**src/rtl/acc_cpu_pkg.sv**
```systemverilog
// Shared types for the accumulator CPU core.
//   opcode_e  : 4-bit instruction opcodes (direct-mode meaning)
//   state_e   : sequencer states
//   skip_e    : SKIP condition codes held in IR[11:10]
//   alu_op_e  : ALU operation select
package acc_cpu_pkg;

  typedef enum logic [3:0] {
    OP_ADD   = 4'd0,
    OP_HALT  = 4'd1,
    OP_LOAD  = 4'd2,
    OP_STORE = 4'd3,
    OP_CLEAR = 4'd4,
    OP_SKIP  = 4'd5,
    OP_JUMP  = 4'd6,
    OP_SUB   = 4'd7,
    OP_AND   = 4'd8,
    OP_OR    = 4'd9,
    OP_NOT   = 4'd10
  } opcode_e;

  typedef enum logic [2:0] {
    S_IDLE,
    S_FETCH,
    S_LOAD_IR,
    S_EXEC,
    S_MEM_RD,
    S_HALT
  } state_e;

  typedef enum logic [1:0] {
    SK_NEG   = 2'b00,
    SK_ZERO  = 2'b01,
    SK_POS   = 2'b10,
    SK_NEVER = 2'b11
  } skip_e;

  typedef enum logic [2:0] {
    ALU_ADD,
    ALU_SUB,
    ALU_AND,
    ALU_OR,
    ALU_NOT,
    ALU_PASS
  } alu_op_e;

  // Direct opcodes that touch memory in EXEC (reads plus STORE).
  function automatic logic is_mem_op(input logic [3:0] opc);
    return opc inside {OP_ADD, OP_LOAD, OP_STORE, OP_SUB, OP_AND, OP_OR};
  endfunction

  // Opcodes that combine acc with an operand; used for immediates.
  function automatic logic is_alu_op(input logic [3:0] opc);
    return opc inside {OP_ADD, OP_LOAD, OP_SUB, OP_AND, OP_OR};
  endfunction

  function automatic alu_op_e alu_sel(input logic [3:0] opc);
    alu_op_e sel;
    case (opc)
      OP_ADD:  sel = ALU_ADD;
      OP_SUB:  sel = ALU_SUB;
      OP_AND:  sel = ALU_AND;
      OP_OR:   sel = ALU_OR;
      OP_NOT:  sel = ALU_NOT;
      default: sel = ALU_PASS;
    endcase
    return sel;
  endfunction

endpackage

```
**src/rtl/acc_cpu_alu.sv**
```systemverilog
// Combinational ALU for the accumulator CPU.
//   op_i : operation select
//   a_i  : accumulator operand
//   b_i  : memory/immediate operand
//   y_o  : result (wraps modulo 2^DATA_WIDTH)
module acc_cpu_alu
  import acc_cpu_pkg::*;
#(
  parameter int unsigned DATA_WIDTH = 32
) (
  input  alu_op_e               op_i,
  input  logic [DATA_WIDTH-1:0] a_i,
  input  logic [DATA_WIDTH-1:0] b_i,
  output logic [DATA_WIDTH-1:0] y_o
);

  always_comb begin
    y_o = b_i;
    case (op_i)
      ALU_ADD:  y_o = a_i + b_i;
      ALU_SUB:  y_o = a_i - b_i;
      ALU_AND:  y_o = a_i & b_i;
      ALU_OR:   y_o = a_i | b_i;
      ALU_NOT:  y_o = ~a_i;
      default:  y_o = b_i;
    endcase
  end

endmodule

```
**src/rtl/acc_cpu_core.sv**
```systemverilog
// Multi-cycle accumulator CPU with a synchronous single-port memory.
//   clk, rst (async, active-high), start (pulse, honoured only in IDLE)
//   mem_addr/mem_wdata/mem_cs/mem_we/mem_oe : memory request, registered
//   mem_rdata : read data, valid the cycle after a read request
//   acc, pc, busy, halted, retired : architectural state and status
module acc_cpu_core
  import acc_cpu_pkg::*;
#(
  parameter int unsigned DATA_WIDTH = 32,
  parameter int unsigned ADDR_WIDTH = 14,
  parameter int unsigned RESET_PC   = 'h100,
  parameter int unsigned PC_STEP    = 2
) (
  input  logic                  clk,
  input  logic                  rst,
  input  logic                  start,
  output logic [ADDR_WIDTH-1:0] mem_addr,
  output logic [DATA_WIDTH-1:0] mem_wdata,
  input  logic [DATA_WIDTH-1:0] mem_rdata,
  output logic                  mem_cs,
  output logic                  mem_we,
  output logic                  mem_oe,
  output logic [DATA_WIDTH-1:0] acc,
  output logic [ADDR_WIDTH-1:0] pc,
  output logic                  busy,
  output logic                  halted,
  output logic [31:0]           retired
);

  localparam logic [ADDR_WIDTH-1:0] PC_INC  = ADDR_WIDTH'(PC_STEP);
  localparam logic [ADDR_WIDTH-1:0] PC_INIT = ADDR_WIDTH'(RESET_PC);

  state_e                state_q, state_d;
  logic [ADDR_WIDTH-1:0] pc_q, pc_d, mem_addr_q, mem_addr_d;
  logic [DATA_WIDTH-1:0] acc_q, acc_d, ir_q, ir_d, mem_wdata_q, mem_wdata_d;
  logic [31:0]           ret_q, ret_d;
  logic                  mem_cs_q, mem_cs_d, mem_we_q, mem_we_d, mem_oe_q;
  logic                  busy_q, halted_q;

  logic                  ir_imm;
  logic [3:0]            ir_opc;
  logic [DATA_WIDTH-1:0] ir_opnd;
  logic [3:0]            nxt_opc;
  logic                  skip_take;
  alu_op_e               alu_op;
  logic [DATA_WIDTH-1:0] alu_b, alu_y;

  assign ir_imm  = ir_q[DATA_WIDTH-1];
  assign ir_opc  = ir_q[DATA_WIDTH-2 -: 4];
  assign ir_opnd = {5'b0, ir_q[DATA_WIDTH-6:0]};
  assign nxt_opc = ir_d[DATA_WIDTH-2 -: 4];

  assign alu_op = alu_sel(ir_opc);
  assign alu_b  = (state_q == S_MEM_RD) ? mem_rdata : ir_opnd;

  acc_cpu_alu #(.DATA_WIDTH(DATA_WIDTH)) u_alu (
    .op_i (alu_op),
    .a_i  (acc_q),
    .b_i  (alu_b),
    .y_o  (alu_y)
  );

  always_comb begin
    skip_take = 1'b0;
    case (ir_q[11:10])
      SK_NEG:  skip_take = acc_q[DATA_WIDTH-1];
      SK_ZERO: skip_take = (acc_q == '0);
      SK_POS:  skip_take = !acc_q[DATA_WIDTH-1] && (acc_q != '0);
      default: skip_take = 1'b0;
    endcase
  end

  always_comb begin
    state_d = state_q;
    pc_d    = pc_q;
    acc_d   = acc_q;
    ir_d    = ir_q;
    ret_d   = ret_q;
    case (state_q)
      S_IDLE:    if (start) state_d = S_FETCH;
      S_FETCH:   state_d = S_LOAD_IR;
      S_LOAD_IR: begin
        ir_d    = mem_rdata;
        pc_d    = pc_q + PC_INC;
        state_d = S_EXEC;
      end
      S_EXEC: begin
        state_d = S_FETCH;
        ret_d   = ret_q + 32'd1;
        if (ir_imm) begin
          if (is_alu_op(ir_opc)) acc_d = alu_y;
        end else begin
          case (ir_opc)
            OP_ADD, OP_LOAD, OP_SUB, OP_AND, OP_OR: begin
              state_d = S_MEM_RD;
              ret_d   = ret_q;
            end
            OP_HALT:  state_d = S_HALT;
            OP_CLEAR: acc_d = '0;
            OP_NOT:   acc_d = alu_y;
            OP_SKIP:  if (skip_take) pc_d = pc_q + PC_INC;
            OP_JUMP:  pc_d = ir_q[ADDR_WIDTH-1:0];
            default:  ;
          endcase
        end
      end
      S_MEM_RD: begin
        acc_d   = alu_y;
        ret_d   = ret_q + 32'd1;
        state_d = S_FETCH;
      end
      S_HALT:  ;
      default: state_d = S_IDLE;
    endcase

    // Memory outputs are registered, so they are derived from the state being
    // entered; the EXEC request decodes the instruction word arriving in ir_d.
    mem_cs_d    = 1'b0;
    mem_we_d    = 1'b0;
    mem_addr_d  = '0;
    mem_wdata_d = '0;
    if (state_d == S_FETCH) begin
      mem_cs_d   = 1'b1;
      mem_addr_d = pc_d;
    end else if (state_d == S_EXEC && !ir_d[DATA_WIDTH-1] && is_mem_op(nxt_opc)) begin
      mem_cs_d   = 1'b1;
      mem_addr_d = ir_d[ADDR_WIDTH-1:0];
      if (nxt_opc == OP_STORE) begin
        mem_we_d    = 1'b1;
        mem_wdata_d = acc_d;
      end
    end
  end

  always_ff @(posedge clk or posedge rst) begin
    if (rst) begin
      state_q     <= S_IDLE;
      pc_q        <= PC_INIT;
      acc_q       <= '0;
      ir_q        <= '0;
      ret_q       <= '0;
      mem_addr_q  <= '0;
      mem_wdata_q <= '0;
      mem_cs_q    <= 1'b0;
      mem_we_q    <= 1'b0;
      mem_oe_q    <= 1'b0;
      busy_q      <= 1'b0;
      halted_q    <= 1'b0;
    end else begin
      state_q     <= state_d;
      pc_q        <= pc_d;
      acc_q       <= acc_d;
      ir_q        <= ir_d;
      ret_q       <= ret_d;
      mem_addr_q  <= mem_addr_d;
      mem_wdata_q <= mem_wdata_d;
      mem_cs_q    <= mem_cs_d;
      mem_we_q    <= mem_we_d;
      mem_oe_q    <= mem_cs_d & ~mem_we_d;
      busy_q      <= (state_d != S_IDLE) && (state_d != S_HALT);
      halted_q    <= (state_d == S_HALT);
    end
  end

  assign mem_addr  = mem_addr_q;
  assign mem_wdata = mem_wdata_q;
  assign mem_cs    = mem_cs_q;
  assign mem_we    = mem_we_q;
  assign mem_oe    = mem_oe_q;
  assign acc       = acc_q;
  assign pc        = pc_q;
  assign busy      = busy_q;
  assign halted    = halted_q;
  assign retired   = ret_q;

endmodule

```
**config.mk**
```make
export PLATFORM = sky130hd
export DESIGN_NAME = acc_cpu_core
export DESIGN_NICKNAME = d
export VERILOG_FILES = /design/src/rtl/acc_cpu_pkg.sv /design/src/rtl/acc_cpu_alu.sv /design/src/rtl/acc_cpu_core.sv
export SDC_FILE = /design/constraint.sdc
export NUM_CORES = 1
export LEC_CHECK = 0
export ABC_AREA = 1
export CAP_MARGIN = 20
export CORE_MARGIN = 2
export CORE_UTILIZATION = 40
export CTS_CLUSTER_SIZE = 14
export DETAILED_ROUTE_END_ITERATION = 8
export PLACE_DENSITY_LB_ADDON = 0.15
export SETUP_SLACK_MARGIN = 0.05
export SYNTH_ARGS = -nofsm -noshare
export SYNTH_HDL_FRONTEND = slang
export SYNTH_HIERARCHICAL = 1
export SYNTH_SLANG_ARGS = --single-unit
```
**constraint.sdc**
```tcl
create_clock -name clk -period 7 [get_ports clk]
set_input_delay 1.05 -clock clk [delete_from_list [all_inputs] [get_ports clk]]
set_output_delay 1.05 -clock clk [all_outputs]
set_load 0.005 [all_outputs]
```
After elaboration in Yosys (flattened, before gate mapping)
Cells that the tools add are included.
{"block": "op_classes", "mux": 30, "eq_ne": 30, "reduce_logical": 19, "bitwise_logic": 5, "add_sub_neg": 4}
{"cell": "2-to-1 mux 32 bit", "count": 9}
{"cell": "one-hot mux 32 bit (2 select lines)", "count": 3}
{"cell": "one-hot mux 32 bit (5 select lines)", "count": 1}
{"cell": "2-to-1 mux 14 bit", "count": 4}
{"cell": "one-hot mux 14 bit (2 select lines)", "count": 2}
{"cell": "adder 32 x 1 -> 32 bit, second input constant", "count": 1}
{"cell": "adder 32 bit", "count": 1}
{"cell": "AND 32 bit", "count": 1}
{"cell": "zero test 32 bit", "count": 1}
{"cell": "NOT 32 bit", "count": 1}
{"cell": "bitwise OR 32 bit", "count": 1}
{"cell": "nonzero test 32 bit", "count": 1}
{"cell": "subtractor 32 bit", "count": 1}
{"cell": "equality test 4 x 3 -> 1 bit, second input constant", "count": 5}
{"cell": "equality test 4 bit, second input constant", "count": 5}
{"cell": "one-hot mux 3 bit (6 select lines)", "count": 1}
{"cell": "equality test 3 x 2 -> 1 bit, second input constant", "count": 5}
{"cell": "one-hot mux 3 bit (5 select lines)", "count": 1}
{"cell": "adder 14 x 2 -> 14 bit, second input constant", "count": 1}
{"cell": "equality test 3 bit, second input constant", "count": 4}
{"cell": "equality test 4 x 2 -> 1 bit, second input constant", "count": 3}
{"cell": "equality test 3 x 1 -> 1 bit, second input constant", "count": 3}
{"cell": "zero test 4 bit", "count": 2}
{"cell": "zero test 3 bit", "count": 2}
{"cell": "19 further kinds", "count": 29}
{"block": "totals", "output_inout_bits": 129, "register_bits": 164, "wordCells": 101}

Longest topological paths before layout
Gate-level depths: netlist (run 1).
{"block": "depth", "depth_word": 12, "mapped_depth": 34}

Modules after synthesis
Netlist (run 1), hierarchy kept.
{"mod": "acc_cpu_core", "area_per_inst_um2": 8060.2, "cells_per_inst": 977, "instances": 1, "seq_area_each_um2": 4105.2}
{"mod": "acc_cpu_alu", "area_per_inst_um2": 4453.0, "cells_per_inst": 890, "instances": 1, "seq_area_each_um2": 0.0}

Worst setup path before layout (run 1)
Ideal clock, no wire load.
{"block": "synth_timing", "path_type": "in2reg", "start": "in mem_rdata[0]", "end": "reg mem_wdata_q[30], in the netlist mem_wdata[30]", "slack_ps": 2908, "arrival_ps": 4014, "n_path_buf": 0, "setup_time_ps": 78, "cell_stages": 26, "cell_sequence": "nand2_1 o21ai_0 inv_1 ha_1 inv_1 nor2_4 nand3_4 o21ai_4 o21ai_2 a21oi_4 o21ai_1 nand2_1 nand2_1 ha_1 nand2_1 nor3_1 nand2_1 nor2_1 nand2_1 nand3_1 nand3_1 a21oi_1 inv_1 o31ai_1 o21ai_0 a21oi_1"}
{"block": "synth_via", "elab_chain_len": 9, "elab_cells_between_ends": 11, "classes_between": "add/sub (2); mux (9)"}
{"item": "start, declared", "line": "acc_cpu_core.sv:19", "rtl": "input logic [DATA_WIDTH-1:0] mem_rdata,"}
{"item": "2-to-1 mux 32 bit (*)", "line": "acc_cpu_core.sv:54", "rtl": "assign alu_b = (state_q == S_MEM_RD) ? mem_rdata : ir_opnd;"}
{"item": "net alu_b[0]", "line": "acc_cpu_core.sv:46", "rtl": "logic [DATA_WIDTH-1:0] alu_b, alu_y;"}
{"item": "subtractor 32 bit / adder 32 bit (equally long branches)", "line": "acc_cpu_alu.sv:21, acc_cpu_alu.sv:20"}
{"item": "one-hot mux 32 bit (5 select lines) (*)", "line": "acc_cpu_alu.sv:19", "rtl": "case (op_i)"}
{"item": "net alu_y[30]", "line": "acc_cpu_core.sv:46"}
{"item": "one-hot mux 32 bit (2 select lines) / 2-to-1 mux 32 bit (equally long branches)", "line": "acc_cpu_core.sv:93, acc_cpu_core.sv:91"}
{"item": "2-to-1 mux 32 bit", "line": "acc_cpu_core.sv:90", "rtl": "if (ir_imm) begin"}
{"item": "one-hot mux 32 bit (2 select lines) (*)", "line": "acc_cpu_core.sv:79", "rtl": "case (state_q)"}
{"item": "2-to-1 mux 32 bit (*)", "line": "acc_cpu_core.sv:128", "rtl": "if (nxt_opc == OP_STORE) begin"}
{"item": "2-to-1 mux 32 bit (*)", "line": "acc_cpu_core.sv:125", "rtl": "end else if (state_d == S_EXEC && !ir_d[DATA_WIDTH-1] && is_mem_op(nxt_opc)) begin"}
{"item": "2-to-1 mux 32 bit (*)", "line": "acc_cpu_core.sv:122", "rtl": "if (state_d == S_FETCH) begin"}
{"item": "net mem_wdata_d[30]", "line": "acc_cpu_core.sv:35", "rtl": "logic [DATA_WIDTH-1:0] acc_q, acc_d, ir_q, ir_d, mem_wdata_q, mem_wdata_d;"}
{"item": "end signal, assigned", "line": "acc_cpu_core.sv:156", "rtl": "mem_wdata_q <= mem_wdata_d;"}
{"item": "end, declared", "line": "acc_cpu_core.sv:35"}
Mark *: on every way through the listed nets, which the timed path passes. The rest lies on a longest branch.
A chain may end at the register's enable or synchronous reset.

Worst setup path after layout (run 1)
{"block": "layout_timing", "start": "reg ir_q[30]", "end": "reg mem_wdata_q[30], in the netlist mem_wdata[30]"}
{"block": "layout_via", "elab_chain_len": 10, "elab_cells_between_ends": 39, "classes_between": "eq/ne (18); mux (13); reduce/logical (8)"}
{"item": "start, declared", "line": "acc_cpu_core.sv:35"}
{"item": "start signal, assigned", "line": "acc_cpu_core.sv:153", "rtl": "ir_q <= ir_d;"}
{"item": "equality test 4 bit (tied with other cells)", "line": "acc_cpu_pkg.sv:59", "rtl": "case (opc)"}
{"item": "one-hot mux 3 bit (5 select lines) (*)", "line": "acc_cpu_pkg.sv:59"}
{"item": "net alu_op[0]", "line": "acc_cpu_core.sv:45", "rtl": "alu_op_e alu_op;"}
{"item": "equality test 3 bit (tied with other cells)", "line": "acc_cpu_alu.sv:19"}
{"item": "one-hot mux 32 bit (5 select lines) (*)", "line": "acc_cpu_alu.sv:19"}
{"item": "net alu_y[30]", "line": "acc_cpu_core.sv:46"}
{"item": "one-hot mux 32 bit (2 select lines) / 2-to-1 mux 32 bit (equally long branches)", "line": "acc_cpu_core.sv:93, acc_cpu_core.sv:91"}
{"item": "2-to-1 mux 32 bit", "line": "acc_cpu_core.sv:90"}
{"item": "one-hot mux 32 bit (2 select lines) (*)", "line": "acc_cpu_core.sv:79"}
{"item": "2-to-1 mux 32 bit (*)", "line": "acc_cpu_core.sv:128"}
{"item": "2-to-1 mux 32 bit (*)", "line": "acc_cpu_core.sv:125"}
{"item": "2-to-1 mux 32 bit (*)", "line": "acc_cpu_core.sv:122"}
{"item": "net mem_wdata_d[30]", "line": "acc_cpu_core.sv:35"}
Marks and branches as above.

==> flow_summary_export.csv, run 1 <==
group,metric,value,unit
sta,clock_skew,0.02311,ns
synthesis,synthTopCellsByArea,"dfrtp_1 (33%), nand2_1 (16%), inv_1 (8.5%), nor2_1 (4.7%), nand3_1 (4.4%)",
detailed_routing,wl_per_cell,17.85,um
synthesis,syn-instance-count,1867,
run,drv_cap,0,
clock_network,cts_made_buffers,17,
synthesis,synthFlopType,"dfrtp_1",
synthesis,synth_seq_cells,164,
setup_path,r2r_slack,1.68,ns
detailed_routing,ant_nets,0,
min_path,min_to,"ir_q[15]$_DFFE_PP0P_",
sta,worstMarginPinSlew,1.148,ns
die,num_io_pins,164,
sta,min_period,5.319,ns
setup_path,critical_path_class,"flip-flop to flip-flop",
sta,final_min_period_over_clock_period,0.7598,
detailed_routing,first_pass_iters,7,
sta,finalSetupTns,0,ns
setup_path,cp_slowest_cell,"nand2_1",
clock_network,cts_buffer_depth,2,
detailed_routing,viasPerCell,5.294,
cells_and_area,fin_cells,2417,
placement,gp_congestion,0.9646,
clock_network,numClockSinks,164,
placement,io_buffers,163,
global_routing,grt_pass1_wl,67.76,mm
setup_path,crit_fanout,27,
min_path,hold_start,"ir_q[15]$_DFFE_PP0P_",
status,status,"finished clean",
detailed_routing,dr.first_iter.drc_count,1158,
synthesis,async_reset_ff_frac,1.000,
detailed_routing,vias,12800,
placement,pre_cts_slack,1.400,ns
placement,place_area,0.01447,mm2
clock_network,cts_tree,"yes",
die,num_rows,64,
setup_path,critPathMostFrequentCell,"nand2_1",
sta,fmax,188.0,MHz
clock_network,cts_root_buf,"clkbuf_16",
die,die_area,0.03271,mm2
setup_path,end_kind,"flip-flop",
detailed_routing,wl,43.15,mm
sta,setup_ws,1.681,ns
detailed_routing,route.detailed.drc,0,
sta,slew_violations,0,
setup_path,crit_arrival,5.69,ns
synthesis,yosys_warnings,6,
synthesis,synth_edf_count,0,
cells_and_area,post-route-cell-area,0.01514,mm2
die,core-area,0.03067,mm2
die,start_util,0.4080,
clock_network,clk_latency,0.46,ns
setup_path,crit_family,"simple AND/OR/NAND/NOR gates",
setup_path,reg2reg_from,"ir_q[30]$_DFF_PP0_",
global_routing,grtUsageTotal,0.2633,
min_path,hold_class,"flip-flop to flip-flop",
clock_network,clk_pin_slew,0.07,ns
clock_network,cts_setup_buffers,0,
clock_network,ctsHoldBuffers,0,
sta,hold_viol,0,
setup_path,critPathBufInv,4,
sta,setup_violations,0,
clock_network,cts_resized,0,
cells_and_area,drive_above_1_share,0.07525,
die,die_height,180.9,um
synthesis,yosys.area.top_type,"dfrtp_1",
sta,rsz0062_at_grt,"false",
synthesis,syn_nets,1939,
synthesis,yosysTopAreaCellShare,0.3260,
setup_path,crit_path_start,"ir_q[30]$_DFF_PP0_",
global_routing,grt_pass1_vias,12230,
setup_path,reg2regPathDepth,27,
die,die_w,180.9,um
cells_and_area,nets,2080,
min_path,hold_depth,2,
placement,post-dp-hpwl,32.40,mm
setup_path,cp_data_required_time,7.37,ns
setup_path,critPathMaxStageDelay,0.63,ns
global_routing,grt_max_degree,110,
synthesis,synth_cell_type_count,52,
synthesis,syn_avg_cell_area,6.702,um2
clock_network,htree_levels,4,
setup_path,rr_endpoint,"mem_wdata[30]$_DFF_PP0_",
synthesis,synth.yosys.seq_area_share,0.3281,
global_routing,grt_overflow_total,0,
cells_and_area,syn_to_final_growth,21.02,%
placement,place_inst,2382,
sta,slew_headroom,0.2338,
setup_path,startpoint_type,"flip-flop",
global_routing,antenna_found_initial,0,
synthesis,netlist_area,0.01251,mm2
-- cells by family after synthesis --
kind of cell	share of synthesized area
buffers and inverters	0.1128
adders and majority gates	0.04400
DFF	0.3281
xor gates and xnor gates	0.04480
and+or+nand+nor	0.3377
AOI/OAI and AO/OA	0.1327
-- state kept, by name (all words and copies together), names as in the netlist --
| name | count |
|---|---|
| acc | 32 |
| ir_q | 32 |
| mem_wdata | 32 |
| retired | 32 |
| mem_addr | 14 |
| pc | 14 |
| state_q | 3 |
| busy | 1 |
| halted | 1 |
| mem_cs | 1 |
| mem_oe | 1 |
| mem_we | 1 |
-- layout make-up --
cell class | count | area (um2)
clock buffer | 18 | 439.2
inverter | 302 | 1141
antenna | 1 | 2.502
tap | 396 | 495.5
sequential | 164 | 4105
fill | 3124 | 15530
multi-input combinational | 1347 | 7018
timing repair buffer | 176 | 1769
clock inverter | 13 | 172.7
-- worst max-delay path by stage --
stage | end | slack (ns) | cells after the start
after floorplan | acc[0]$_DFF_PP0_ | 1.52 | 1
after global placement | mem_wdata[30]$_DFF_PP0_ | 1.34 | 26
after detailed placement | mem_wdata[30]$_DFF_PP0_ | 1.40 | 26
after CTS | mem_wdata[30]$_DFF_PP0_ | 1.69 | 29
after global routing | mem_wdata[30]$_DFF_PP0_ | 1.13 | 27
final | mem_wdata[30]$_DFF_PP0_ | 1.68 | 27
-- per-stage QoR --
stage	hold slack [ns]	util
finish	0.4860	0.4938
global route	0.5134	0.4937
CTS	0.4900	0.4916
detailed placement	0.4732	0.4717
global placement	0.4672	0.4717
floorplan	0.4534	-
-- Yosys cell counts, types with 2 or more instances --
cell	n
nand2_1	520
inv_1	283
dfrtp_1	163
nor2_1	158
nand3_1	109
o21ai_0	105
a21oi_1	70
nand4_1	47
xor2_1	44
nor2_2	41
ha_1	36
a32oi_1	30
nor3_1	30
buf_2	28
o21ai_1	28
xnor2_1	20
clkbuf_1	17
inv_2	17
nand2_2	11
o2111ai_1	11
or2_2	9
maj3_1	8
nor4_1	8
nor2_4	7
a22oi_1	6
o21ai_2	6
o21bai_1	6
nand3b_1	5
buf_6	4
o31ai_1	4
buf_1	3
nor3_2	3
o22ai_1	3
a211oi_1	2
a21boi_0	2
and2_1	2
buf_4	2
nand3_4	2
nor4_2	2
o211ai_1	2
or2_0	2
-- cell usage in the layout, fill, tap and decap left out, types with 4 or more instances in the layout --
| cell type | count |
|---|---|
| nand2_1 | 520 |
| inv_1 | 282 |
| dfrtp_1 | 163 |
| clkdlybuf4s50_1 | 163 |
| nor2_1 | 157 |
| nand3_1 | 109 |
| o21ai_0 | 105 |
| a21oi_1 | 70 |
| nand4_1 | 47 |
| xor2_1 | 44 |
| nor2_2 | 42 |
| ha_1 | 36 |
| nor3_1 | 30 |
| a32oi_1 | 30 |
| o21ai_1 | 27 |
| xnor2_1 | 20 |
| inv_2 | 17 |
| clkbuf_16 | 17 |
| nand2_2 | 11 |
| o2111ai_1 | 11 |
| buf_4 | 10 |
| or2_2 | 9 |
| nor4_1 | 8 |
| maj3_1 | 8 |
| nor2_4 | 7 |
| a22oi_1 | 6 |
| o21bai_1 | 6 |
| nand3b_1 | 5 |
| o21ai_2 | 5 |
| o31ai_1 | 4 |
| inv_6 | 4 |
-- worst min-delay path, cell delays in order (launching register included) --
cell	delay [ns]
dfrtp_1	0.35
nand2_1	0.05
o21ai_0	0.05
-- routing by layer --
layer / part of all wire / wire (um) / track usage
met1: 0.46 / 19760 / 0.3678
met2: 0.44 / 19140 / 0.4108
met3: 0.070 / 3034 / 0.04797
met4: 0.028 / 1213 / 0.08806
met5: 0 / 0 / 0
Power of run 1 is left out: the tool's default activity adds up to more than one toggle a clock period on the data nets, which glitch-free logic cannot reach.
==> run 2: changes to the inputs <==
- clock period: 7 -> 4.3 ns (I/O delays scaled with it)
==> run 2 against run 1 <==
Utilization rose by 7.3 points. Non-clock buffer count rose by 204. Critical path depth rose by 3. Fmax rose by 27%. Critical endpoint unchanged. Largest cell class unchanged.
==> flow_summary_export.csv, run 2 (same netlist as run 1, synthesis figures left out) <==
group,metric,value,unit
placement,gp_congestion,0.9581,
detailed_routing,wl_per_cell,17.35,um
cells_and_area,fin_cells,2620,
detailed_routing,ant_nets,0,
setup_path,crit_fanout,6,
placement,post-dp-hpwl,34.17,mm
setup_path,startpoint_type,"flip-flop",
setup_path,reg2reg_from,"state_q[1]$_DFF_PP0_",
die,start_util,0.4080,
setup_path,rr_endpoint,"mem_wdata[30]$_DFF_PP0_",
sta,hold_viol,0,
sta,clock_skew,0.01101,ns
global_routing,grt_overflow_total,0,
die,die_area,0.03271,mm2
sta,min_period,4.201,ns
clock_network,clk_pin_slew,0.07,ns
setup_path,critPathBufInv,7,
sta,slew_headroom,0.1825,
sta,worstMarginPinSlew,1.222,ns
clock_network,cts_root_buf,"clkbuf_16",
min_path,hold_depth,2,
cells_and_area,layout_common_cells,"nand2_1 (499), inv_1 (276), buf_4 (211), dfrtp_1 (163), clkdlybuf4s50_1 (163)",
detailed_routing,first_pass_iters,6,
clock_network,cts_buffer_depth,2,
setup_path,cp_data_required_time,4.67,ns
cells_and_area,drive_above_1_share,0.2136,
cells_and_area,fillCellCount,2946,
global_routing,grtUsageTotal,0.2699,
sta,final_min_period_over_clock_period,0.9770,
die,core-area,0.03067,mm2
die,die_w,180.9,um
clock_network,numClockSinks,164,
placement,place_inst,2579,
placement,io_buffers,163,
die,num_rows,64,
setup_path,cp_slowest_cell,"dfrtp_1",
clock_network,cts_tree,"yes",
sta,fmax,238.0,MHz
clock_network,clk_latency,0.45,ns
cells_and_area,nets,2284,
cells_and_area,syn_to_final_growth,38.86,%
cells_and_area,post-route-cell-area,0.01738,mm2
clock_network,cts_made_buffers,17,
setup_path,critPathMaxStageDelay,0.38,ns
sta,setup_violations,0,
cells_and_area,layout_commonest_cell,"nand2_1",
setup_path,crit_arrival,4.57,ns
sta,rsz0062_at_grt,"true",
global_routing,grt_pass1_vias,12900,
setup_path,r2r_slack,0.1,ns
min_path,hold_start,"ir_q[16]$_DFFE_PP0P_",
die,num_io_pins,164,
min_path,min_to,"ir_q[16]$_DFFE_PP0P_",
detailed_routing,wl,45.45,mm
setup_path,critPathMostFrequentCell,"nand2_1",
setup_path,crit_cells,30,
setup_path,end_kind,"flip-flop",
detailed_routing,route.detailed.drc,0,
setup_path,reg2regPathDepth,30,
global_routing,grt_max_degree,165,
die,die_height,180.9,um
status,status,"finished clean",
clock_network,htree_levels,4,
global_routing,grt_pass1_wl,69.52,mm
min_path,hold_class,"flip-flop to flip-flop",
detailed_routing,vias,13600,
run,drv_cap,0,
detailed_routing,viasPerCell,5.190,
detailed_routing,dr.first_iter.drc_count,1075,
setup_path,crit_family,"simple AND/OR/NAND/NOR gates",
cells_and_area,n_antenna_cell,0,
placement,place_area,0.01597,mm2
setup_path,critical_path_class,"flip-flop to flip-flop",
sta,slew_violations,0,
global_routing,antenna_found_initial,0,
## run 2: stage by stage
step	setup WS (ns)	utilization	TNS (ns)	hold WS, ns
6_report	0.09877	0.5665	0	0.4851
5_1_grt	-0.1343	0.5665	-1.176	0.5144
4_1_cts	-0.009356	0.5448	-0.009356	0.4900
3_5_place_dp	-0.4544	0.5208	-15.67	0.4735
3_3_place_gp	-0.3934	0.5208	-12.88	0.4669
2_1_floorplan	0.2288	-	0	0.4534
## run 2: routing by layer
layer / routed length [um] / track usage
met5: 0 / 0
met4: 1194 / 0.08871
met3: 2381 / 0.03790
met2: 21740 / 0.4513
met1: 20140 / 0.3593
## run 2: layout make-up
cell class,instances,area (um2),area share
clock buffer,20,446.7,0.02571
clock inverter,11,152.6,0.008785
inverter,302,1145,0.06589
multi-input combinational,1347,7694,0.4428
sequential,164,4105,0.2363
tap,396,495.5,0.02852
timing repair buffer,380,3337,0.1921
## run 2: worst max path at each step
stage,startpoint,to,slack (ns)
3_5_place_dp,mem_rdata[1],mem_wdata[30]$_DFF_PP0_,-0.45
5_1_grt,state_q[1]$_DFF_PP0_,mem_wdata[30]$_DFF_PP0_,-0.13
6_report,state_q[1]$_DFF_PP0_,mem_wdata[30]$_DFF_PP0_,0.1
2_1_floorplan,state_q[1]$_DFF_PP0_,mem_wdata[30]$_DFF_PP0_,0.23
3_3_place_gp,mem_rdata[1],mem_wdata[30]$_DFF_PP0_,-0.39
4_1_cts,state_q[0]$_DFF_PP0_,mem_wdata[30]$_DFF_PP0_,-0.009
## run 2: worst min-delay path, delay by kind of cell, from the launching register on
| family | cells | cell delay, ns |
|---|---|---|
| DFF | 1 | 0.34 |
| AOI/OAI and AO/OA | 1 | 0.06 |
| and+or+nand+nor | 1 | 0.05 |
## run 2: repair_timing
action,4_1_cts,5_1_grt
setup endpoints to repair,36,51
buffers inserted,2,6
pin swaps,14,57
cloned,0,2
resized for setup,34,126
hold buffers,0,0
hold endpoints to repair,0,0
Power of run 2 is left out for the same reason.
